$ cat src/rtl/motor_pkg.sv
// Shared types and helpers for the motor speed meter and its telemetry slot.
package motor_pkg;

    localparam int unsigned CNT_W_DEF    = 16;
    localparam int unsigned PERIOD_W_DEF = 24;

    typedef enum logic {
        IDLE = 1'b0,
        RUN  = 1'b1
    } state_e;

    typedef struct packed {
        logic [CNT_W_DEF-1:0] count;
        logic                 sat;
        logic                 ovr;
    } speed_sample_t;

    // All-ones value of a w-bit counter, i.e. its saturation ceiling.
    function automatic logic [63:0] sat_max(input int unsigned w);
        return (64'd1 << w) - 64'd1;
    endfunction

endpackage

$ cat src/rtl/motor_sample_slot.sv
// One-entry valid/ready holding register. A load that finds the slot full and
// not being drained is dropped; the next sample that gets through carries ovr.
module motor_sample_slot #(
    parameter int unsigned DATA_W = 8
) (
    input  logic              clk,
    input  logic              rst,
    input  logic              load_i,
    input  logic [DATA_W-1:0] data_i,
    input  logic              ready_i,
    output logic              valid_o,
    output logic [DATA_W-1:0] data_o,
    output logic              ovr_o
);

    logic              valid_q, valid_d;
    logic [DATA_W-1:0] data_q,  data_d;
    logic              ovr_q,   ovr_d;
    logic              drop_q,  drop_d;
    logic              accept;
    logic              take;

    assign accept = valid_q && ready_i;
    assign take   = load_i && (!valid_q || accept);

    always_comb begin
        // NOTE: every signal written here gets a default first, so no path infers a latch.
        valid_d = valid_q;
        data_d  = data_q;
        ovr_d   = ovr_q;
        drop_d  = drop_q;
        if (take) begin
            valid_d = 1'b1;
            data_d  = data_i;
            ovr_d   = drop_q;
            drop_d  = 1'b0;
        end else begin
            if (load_i) begin
                drop_d = 1'b1;
            end
            if (accept) begin
                valid_d = 1'b0;
            end
        end
    end

    always_ff @(posedge clk) begin
        // NOTE: registers use <= so every flop samples the same pre-edge values.
        if (!rst) begin
            valid_q <= 1'b0;
            data_q  <= '0;
            ovr_q   <= 1'b0;
            drop_q  <= 1'b0;
        end else begin
            valid_q <= valid_d;
            data_q  <= data_d;
            ovr_q   <= ovr_d;
            drop_q  <= drop_d;
        end
    end

    assign valid_o = valid_q;
    assign data_o  = data_q;
    assign ovr_o   = ovr_q;

endmodule

$ cat src/rtl/motor_speed_meter.sv
// Turns the encoder edge strobe into per-window edge count, edge-to-edge
// period and signed position for the servo loop and register bridge.
module motor_speed_meter
    import motor_pkg::*;
#(
    parameter int unsigned GATE_CYCLES = 100000,
    parameter int unsigned CNT_W       = CNT_W_DEF,
    parameter int unsigned PERIOD_W    = PERIOD_W_DEF,
    parameter int unsigned POS_W       = 32
) (
    input  logic                clk,
    input  logic                rst,
    input  logic                en,
    input  logic                edge_pulse,
    input  logic                dir,
    input  logic                clear_pos,
    output logic [CNT_W-1:0]    speed_count,
    output logic                speed_sat,
    output logic                speed_ovr,
    output logic                speed_valid,
    input  logic                speed_ready,
    output logic [PERIOD_W-1:0] period,
    output logic                period_valid,
    output logic                stalled,
    output logic [POS_W-1:0]    position
);

    localparam int unsigned         GATE_W     = (GATE_CYCLES > 1) ? $clog2(GATE_CYCLES) : 1;
    localparam logic [GATE_W-1:0]   GATE_LAST  = GATE_W'(GATE_CYCLES - 1);
    localparam logic [CNT_W-1:0]    CNT_MAX    = CNT_W'(sat_max(CNT_W));
    localparam logic [PERIOD_W-1:0] PERIOD_MAX = PERIOD_W'(sat_max(PERIOD_W));

    state_e              state_q,   state_d;
    logic [GATE_W-1:0]   gate_q,    gate_d;
    logic [CNT_W-1:0]    win_q,     win_d;
    logic                wsat_q,    wsat_d;
    logic [PERIOD_W-1:0] per_q,     per_d;
    logic                armed_q,   armed_d;
    logic                stalled_q, stalled_d;
    logic [PERIOD_W-1:0] period_q,  period_d;
    logic                pvalid_q,  pvalid_d;
    logic [POS_W-1:0]    pos_q,     pos_d;

    logic                active;
    logic                close;
    logic                win_full;
    logic [CNT_W-1:0]    win_inc;
    logic                win_inc_sat;
    logic [CNT_W:0]      slot_data;

    assign state_d     = en ? RUN : IDLE;
    assign active      = (state_q == RUN) && en;
    assign close       = active && (gate_q == GATE_LAST);
    assign win_full    = (win_q == CNT_MAX);
    assign win_inc     = (edge_pulse && !win_full) ? win_q + 1'b1 : win_q;
    assign win_inc_sat = wsat_q || (edge_pulse && win_full);

    // Leaving RUN (or never entering it) zeroes the window and period tracking.
    always_comb begin
        gate_d    = '0;
        win_d     = '0;
        wsat_d    = 1'b0;
        per_d     = '0;
        armed_d   = 1'b0;
        stalled_d = 1'b0;
        period_d  = period_q;
        pvalid_d  = 1'b0;
        if (active) begin
            gate_d = close ? '0 : gate_q + 1'b1;
            if (!close) begin
                win_d  = win_inc;
                wsat_d = win_inc_sat;
            end
            if (edge_pulse) begin
                per_d   = PERIOD_W'(1);
                armed_d = 1'b1;
                if (armed_q && !stalled_q) begin
                    period_d = per_q;
                    pvalid_d = 1'b1;
                end
            end else begin
                per_d     = (per_q == PERIOD_MAX) ? per_q : per_q + 1'b1;
                armed_d   = armed_q;
                stalled_d = stalled_q || (per_q == PERIOD_MAX);
            end
        end
    end

    // Position tracks edges regardless of en; clear wins over a same-cycle edge.
    always_comb begin
        pos_d = pos_q;
        if (clear_pos) begin
            pos_d = '0;
        end else if (edge_pulse) begin
            pos_d = dir ? pos_q + 1'b1 : pos_q - 1'b1;
        end
    end

    always_ff @(posedge clk) begin
        if (!rst) begin
            state_q   <= IDLE;
            gate_q    <= '0;
            win_q     <= '0;
            wsat_q    <= 1'b0;
            per_q     <= '0;
            armed_q   <= 1'b0;
            stalled_q <= 1'b0;
            period_q  <= '0;
            pvalid_q  <= 1'b0;
            pos_q     <= '0;
        end else begin
            state_q   <= state_d;
            gate_q    <= gate_d;
            win_q     <= win_d;
            wsat_q    <= wsat_d;
            per_q     <= per_d;
            armed_q   <= armed_d;
            stalled_q <= stalled_d;
            period_q  <= period_d;
            pvalid_q  <= pvalid_d;
            pos_q     <= pos_d;
        end
    end

    motor_sample_slot #(
        .DATA_W (CNT_W + 1)
    ) u_slot (
        .clk     (clk),
        .rst     (rst),
        .load_i  (close),
        .data_i  ({win_inc, win_inc_sat}),
        .ready_i (speed_ready),
        .valid_o (speed_valid),
        .data_o  (slot_data),
        .ovr_o   (speed_ovr)
    );

    assign speed_count  = slot_data[CNT_W:1];
    assign speed_sat    = slot_data[0];
    assign period       = period_q;
    assign period_valid = pvalid_q;
    assign stalled      = stalled_q;
    assign position     = pos_q;

endmodule

$ cat config.mk
export PLATFORM = sky130hd
export DESIGN_NAME = motor_speed_meter
export DESIGN_NICKNAME = d
export VERILOG_FILES = /design/src/rtl/motor_pkg.sv /design/src/rtl/motor_sample_slot.sv /design/src/rtl/motor_speed_meter.sv
export SDC_FILE = /design/constraint.sdc
export NUM_CORES = 1
export LEC_CHECK = 0
export CAP_MARGIN = 10
export CORE_UTILIZATION = 50
export CTS_BUF_LIST = sky130_fd_sc_hd__clkbuf_2
export DETAILED_ROUTE_END_ITERATION = 8
export PLACE_DENSITY_LB_ADDON = 0.3
export SLEW_MARGIN = 10
export SYNTH_ARGS = -nofsm -noshare
export SYNTH_HDL_FRONTEND = slang
export SYNTH_SLANG_ARGS = --single-unit
$ cat constraint.sdc
create_clock -name clk -period 8.9 [get_ports clk]
set_input_delay 1.335 -clock clk [delete_from_list [all_inputs] [get_ports clk]]
set_output_delay 1.335 -clock clk [all_outputs]
set_load 0.02 [all_outputs]
; Word-level counts from Yosys, hierarchy flattened
; Index checks and enable logic that the tools add are counted.
[classes]
bitwise = 2
muxes = 8
eq_ne = 4
add_sub_neg = 5
n_reduce_logical = 21
[ops]
columns = operator, count
row1 = $add 32x1->32 const B, 1
row2 = $mux 32, 1
row3 = $sub 32x1->32 const B, 1
row4 = $add 24x1->24 const B, 1
row5 = $eq 24x24->1 const B, 1
row6 = $add 17x1->17 const B, 1
row7 = $eq 17x17->1 const B, 1
row8 = $add 16x1->16 const B, 1
row9 = $eq 16x16->1 const B, 1
row10 = $mux 16, 1
row11 = $logic_and 1x1->1, 7
row12 = $mux 1, 6
row13 = $reduce_and 3->1, 2
row14 = $reduce_or 3->1, 2
row15 = $reduce_or 2->1, 2
row16 = $logic_not 1->1, 3
row17 = $logic_or 1x1->1, 3
row18 = $ne 2x2->1 const B, 1
row19 = $not 1->1, 2
row20 = $reduce_and 2->1, 1
row21 = $reduce_bool 2->1, 1
[word_totals]
out_inout_bits = 77
elab_cells = 55
reg_bits = 138

; Longest topological paths before layout
; Gate-level depths: netlist of run 1.
[depth]
word_depth = 4
depth_mapped = 13
depth_no_buf = 12

; By module
; Synthesis of run 1 repeated with hierarchy kept, for this count alone.
[hier_totals]
hier_cells = 811
area_unflattened_um2 = 7033.0
[modules_own_cells]
columns = module, instances, area_each_um2, seq_area_each_um2, cells_each
row1 = motor_speed_meter, 1, 6207.2, 2362.3, 726
row2 = motor_sample_slot, 1, 825.8, 400.4, 85

; Worst setup path before layout of run 1
; OpenSTA, ideal clock, no wires.
[synth_path]
path_kind = input to register
startpoint = input dir
endpoint = register pos_q[31], in the netlist position[31]
n_path_buf = 0
t_arrival_ns = 3.954
setup_slack_ns = 4.823
cell_stages = 12
cell_sequence = inv_1 ha_1 a21oi_1 o21a_1 a2bb2oi_1 o311ai_4 o31ai_4 o21ba_4 a31oi_4 a221oi_2 a21o_1 nand3_1
[synth_via]
elab_chain_cells = 1
[synth_lines]
columns = element, line
row1 = from (decl), motor_speed_meter.sv:15  ; input logic dir,
row2 = $mux 32, motor_speed_meter.sv:95  ; pos_d = dir ? pos_q + 1'b1 : pos_q - 1'b1;
row3 = to (signal assigned), motor_speed_meter.sv:121  ; pos_q <= pos_d;
row4 = to (decl), motor_speed_meter.sv:42  ; logic [POS_W-1:0] pos_q, pos_d;
; Every way passes these cells.
; A chain may end at the register's enable or synchronous reset.

; Final worst setup path of run 1
[layout_path]
startpoint = input dir
endpoint = register pos_q[26], in the netlist position[26]
; Same word-level chain as after synthesis.

==> flow_summary.ini, run 1 <==
[status]
status = completed

[global_route]
grt_max_degree = 45
grt_pass1_wl_mm = 24.81
grt_antenna_before_repair = 0
gr-total-overflow = 0
track_usage = 0.2153
grt_pass1_vias = 5305

[logic_synthesis]
syn_nets = 853
yosys.area.top_type = dfxtp_1
ys_top_cells_by_area = dfxtp_1 40%, nor2_1 7.2%, ha_1 6.0%, xor2_1 5.8%, nand2_1 5.7%
async_flop_share = 0
ys_seq_area_frac = 0.4042
yosys_warnings = 0
synth_edf_count = 0
syn_avg_cell_area_sq_um = 8.418
ys_types = 60
synthCells = 812
synth_area_sq_um = 6835
ys_ff_latch = 138
synth_top_area_frac = 0.4042
synthFlopType = dfxtp_1

[pwr]
leakagePower_nw = 3.062
p_comb_frac = 0.122
sw_frac_of_total = 0.2880
powerDensity_nw_per_um2 = 143.1
power_frac_seq = 0.553
switchingPower_mw = 0.3304
vdd_drop_max_mv = 0.07952
pwr-share-clk = 0.325
p_int_mw = 0.8168

[job]
cap_viol_max_count = 0

[drt]
drc_errors = 0
avgViaCountPerCell = 5.318
firstDrtPassIters = 5
wire_per_inst_microns = 13.58
wirelength_mm = 14.58
postRouteAntennaNets = 0
drt_iter0_markers = 269
vias = 5706

[clock_tree]
hold_buffers = 0
ctsResizeCount = 0
clock_sinks = 138
cts.htree.levels = 4
cts_buffers = 17
cts_tree = yes
root_buffer = clkbuf_2
postCtsSetupRepairBufs = 0
clk_path_buf_depth = 2
clkTransAtPathRegs_ps = 200
clk_latency_ps = 710

[finish]
num-nets-final = 925
drive_gt1_frac = 0.06577
nFillCells = 1233
multi_input_area_sq_um = 3887
regArea_sq_um = 2763
area_growth_pct = 17.28
utilization = 0.6030
fin_area_sq_um = 8016
n_antenna_cell = 0

[timing]
period_needed_ps = 3957
tightestPinTransition_ps = 940.0
drv_slew = 0
hold_viol_final = 0
fin_setup_tns_ps = 0
rsz0062_at_grt = false
setup_viol = 0
timing.final.crit_share = 0.4447
fin_hold_ws_ps = 466.8
clock_skew_ps = 25.72
max-slew-margin-rel = 0.3716
fmax_mhz = 252.7

[placed_design]
placed_area_sq_um = 7779
port_buffers = 83
gp_congestion = 0.9181
dpl.hpwl_mm = 10.25

[critical_path]
cp_cell_sequence = clkdlybuf4s50_1, inv_1, buf_4, ha_1, and2b_1, o21ai_0, a21boi_1, o211ai_1, nand2_1, o2111ai_2, a311oi_2, a31oi_1, xor2_1, o21ai_0
max_stage_delay_ps = 530
start_kind = input port
crit_arrival_ps = 4560
path_max_fanout = 32
crit_path_end_kind = flip-flop
path_class = in2reg
critical-path-top-delay-family = compound AO/OA/AOI/OAI gates
crit_required_ps = 9500
cp_common_cell = o21ai_0
cpMaxStageDelayCell = clkdlybuf4s50_1
worst-path-buf-inv = 3

[die]
core_sq_um = 13300
num_io_pins = 84
die-area_sq_um = 14140
rows = 42
die_h_microns = 118.9
start_util = 0.5141
die_w_microns = 118.9

[worst_hold_path]
min_path_type = reg2reg
-- sequential cells by signal (all words and copies together), names as in the netlist --
name	cells
stalled	1
u_slot.drop_q	1
state_q	1
position	32
wsat_q	1
per_q	24
u_slot.ovr_o	1
win_q	16
u_slot.valid_o	1
u_slot.data_o	17
period	24
armed_q	1
gate_q	17
period_valid	1
-- synthesized netlist by cell type (2+ instances only) --
cell type,count
a211oi_1,20
a21o_1,21
a21oi_1,56
a21oi_2,2
a31oi_1,9
and2_1,3
and3_1,10
and4_1,4
buf_1,2
clkbuf_1,30
dfxtp_1,138
ha_1,33
inv_1,13
mux2i_1,20
nand2_1,103
nand2_2,3
nand2b_1,4
nand3_1,28
nand4_1,15
nor2_1,132
nor2b_1,6
nor3_1,17
nor4b_1,3
o21a_1,7
o21ai_0,21
o21ai_1,3
or3_1,6
or3_4,2
xnor2_1,26
xor2_1,45
-- area by class of cell --
cell class,count,share of cell area
sequential,138,0.3446
tap,176,0.02747
clock inverter,14,0.01842
clock buffer,18,0.01124
timing repair buffer,87,0.1068
inverter,14,0.006555
multi-input combinational,626,0.4849
-- per-layer routing --
metal,track usage,part of all wire,vias up
met2,0.3483,0.46,95
met1,0.2809,0.49,2635
met3,0.05172,0.033,19
met5,0,0,-
li1,-,-,2957
met4,0.07199,0.018,0
-- tightest hold or removal path: cells and delay by family (launching register included) --
kind,cells,cell delay (ps)
flip-flops,1,350
AO/OA/AOI/OAI,1,50
AND/OR/NAND/NOR,1,50
-- through the flow --
stage               std cells  power [mW]  setup WS, ps
floorplan                 812      0.7475          4823
global placement         1041      0.7849          4329
detailed placement       1041      0.7860          4221
CTS                      1073       1.160          5053
global route             1073       1.202          4655
finish                   1073       1.147          4943
-- power groups by stage --
stage	clock network [mW]	logic (mW)	registers [mW]
3_3_place_gp	0	0.138	0.647
5_1_grt	0.412	0.154	0.636
3_5_place_dp	0	0.139	0.647
4_1_cts	0.386	0.140	0.635
2_1_floorplan	0	0.0948	0.653
6_report	0.373	0.140	0.634
-- worst paths after layout --
| path | start | endpoint | slack [ps] | cells past startpoint |
|---|---|---|---|---|
| worst min register to register | period[6]$_SDFFE_PN0P_ | period[6]$_SDFFE_PN0P_ | 470 | 2 |
| worst max-delay path | dir | position[26]$_SDFFE_PP0P_ | 4940 | 14 |
| worst min-delay path | period[6]$_SDFFE_PN0P_ | period[6]$_SDFFE_PN0P_ | 470 | 2 |
| worst max register to register | position[0]$_SDFFE_PP0P_ | position[26]$_SDFFE_PP0P_ | 5870 | 12 |
-- cells in the final DEF, fill, tap and decap left out, types with 26 or more instances in the layout --
cell type	instances
a21oi_1	56
nand3_1	28
clkdlybuf4s50_1	82
nand2_1	103
ha_1	33
dfxtp_1	138
xnor2_1	26
xor2_1	45
nor2_1	132
-- kinds of logic after synthesis --
family	after synthesis	synth area share
compound gates	155	0.1523
xor+xnor	71	0.09098
fa+ha+maj	34	0.06334
buf+inv	48	0.02709
flops	138	0.4042
mux	20	0.02929
simple gates	346	0.2328
Note: power is estimated with default switching activity, not from simulation.
==> run 2: changes to the inputs <==
==> constraint.sdc (replaced) <==
create_clock -name clk -period 3.3 [get_ports clk]
set_input_delay 0.495 -clock clk [delete_from_list [all_inputs] [get_ports clk]]
set_output_delay 0.495 -clock clk [all_outputs]
set_load 0.02 [all_outputs]
==> flow_summary.ini, run 2 (synthesis results as in run 1) <==
[timing]
max-slew-margin-rel = 0.3695
setup_slack_ps = 448.4
fin_setup_tns_ps = 0
clock_skew_ps = 20.31
drv_slew = 0
tightestPinTransition_ps = 943.2
hold_viol_final = 0
period_needed_ps = 2852
fmax_mhz = 350.7
rsz0062_at_grt = false
setup_viol = 0
fin_hold_ws_ps = 465.2
timing.final.crit_share = 0.8641

[die]
num_io_pins = 84
start_util = 0.5141
die_w_microns = 118.9
rows = 42
die_h_microns = 118.9
die-area_sq_um = 14140
core_sq_um = 13300

[placed_design]
dpl.hpwl_mm = 10.64
gp_congestion = 0.8949
pre_cts_slack_ps = -222.1
placed_area_sq_um = 8129
port_buffers = 83

[global_route]
grt_max_degree = 44
gr-total-overflow = 0
track_usage = 0.2176
grt_pass1_vias = 5514
grt_pass1_wl_mm = 25.12
grt_antenna_before_repair = 1

[clock_tree]
root_buffer = clkbuf_2
ctsResizeCount = 0
clk_path_buf_depth = 2
cts_tree = yes
clkTransAtPathRegs_ps = 210
postCtsSetupRepairBufs = 0
clk_latency_ps = 710
cts.htree.levels = 4
clock_sinks = 138
cts_buffers = 17

[critical_path]
path_max_fanout = 5
path_class = reg2reg
crit_arrival_ps = 3500
crit_required_ps = 3950
crit_path_end_kind = flip-flop
start_kind = flip-flop

[finish]
area_growth_pct = 22.53
nFillCells = 1193
final_cell_mix = 138 x dfxtp_1, 132 x nor2_1, 103 x nand2_1, 82 x clkdlybuf4s50_1, 56 x a21oi_1
num-nets-final = 971
fin_area_sq_um = 8376
largest_reg_flops = 32
final_common_cell = dfxtp_1
multi_input_area_sq_um = 3887
regArea_sq_um = 2763
drive_gt1_frac = 0.1103

[pwr]
power_mw = 3.144
leakagePower_nw = 3.296
powerDensity_nw_per_um2 = 375.4
vdd_drop_max_mv = 0.2489

[drt]
wirelength_mm = 14.86
postRouteAntennaNets = 0
avgViaCountPerCell = 5.241
firstDrtPassIters = 4
wire_per_inst_microns = 13.27
drt_iter0_markers = 273
vias = 5870
drc_errors = 0

[worst_hold_path]
min_path_type = reg2reg

[status]
status = completed

[job]
cap_viol_max_count = 0
-- run 2: changes by cell type in the layout (fill, tap and decap cells not counted) --
cell           before  now
buf_12              0    1
buf_4               4   48
clkinv_2            2    3
clkinv_4            3    4
clkinvlp_4          2    0
diode_2             0    1
dlygate4sd3_1       0    1
inv_6               2    3
inv_8               1    0
-- run 2: path summary, 6_finish.rpt --
| path | depth (start not counted) | endpoint | start | slack, ps |
|---|---|---|---|---|
| worst max-delay path | 12 | position[26]$_SDFFE_PP0P_ | position[0]$_SDFFE_PP0P_ | 450 |
| worst min-delay path | 2 | period[19]$_SDFFE_PN0P_ | period[19]$_SDFFE_PN0P_ | 470 |
| worst max register to register | 12 | position[26]$_SDFFE_PP0P_ | position[0]$_SDFFE_PP0P_ | 450 |
| worst min register to register | 2 | period[19]$_SDFFE_PN0P_ | period[19]$_SDFFE_PN0P_ | 470 |
-- run 2: layout make-up --
cell class                      count  share of cell area
Antenna cell                        1           0.0002988
Clock buffer                       18             0.01076
Clock inverter                     14             0.01718
Inverter                           14            0.006274
Multi-Input combinational cell    626              0.4641
Sequential cell                   138              0.3298
Tap cell                          176             0.02629
Timing Repair Buffer              133              0.1452
-- run 2: critical path: stages, from the launching register on --
cell       delay (ps)
dfxtp_1           480
inv_1              90
fa_1              400
and2b_1           220
o21ai_0           100
a21boi_1          200
o211ai_1          140
nand2_1           130
o2111ai_2         180
a311oi_2          390
a31oi_1           170
xor2_1            160
o21ai_0           140
-- run 2: through the flow --
stage,utilization,std cells
finish,0.6300,1120
global placement,0.6114,1086
CTS,0.6290,1118
global route,0.6300,1120
detailed placement,0.6114,1086
floorplan,-,812
-- run 2: metal layers --
| metal | GRT usage | wire [microns] | vias to the layer above |
|---|---|---|---|
| li1 | - | - | 3059 |
| met1 | 0.2882 | 7323 | 2700 |
| met4 | 0.05934 | 136 | 0 |
| met2 | 0.3531 | 6844 | 101 |
| met5 | 0 | 0 | - |
| met3 | 0.05172 | 553 | 10 |
-- run 2: timing repair --
item                       4_1_cts  5_1_grt
hold endpoints to repair         0        1
setup endpoints to repair        0        0
hold buffers                     0        1
-- run 2: power breakdown --
part / switching [mW] / total (mW) / internal (mW)
sequential: 0.0204 / 1.71 / 1.69
combinational: 0.231 / 0.428 / 0.198
clock: 0.651 / 1.01 / 0.354
total: 0.902 / 3.14 / 2.24
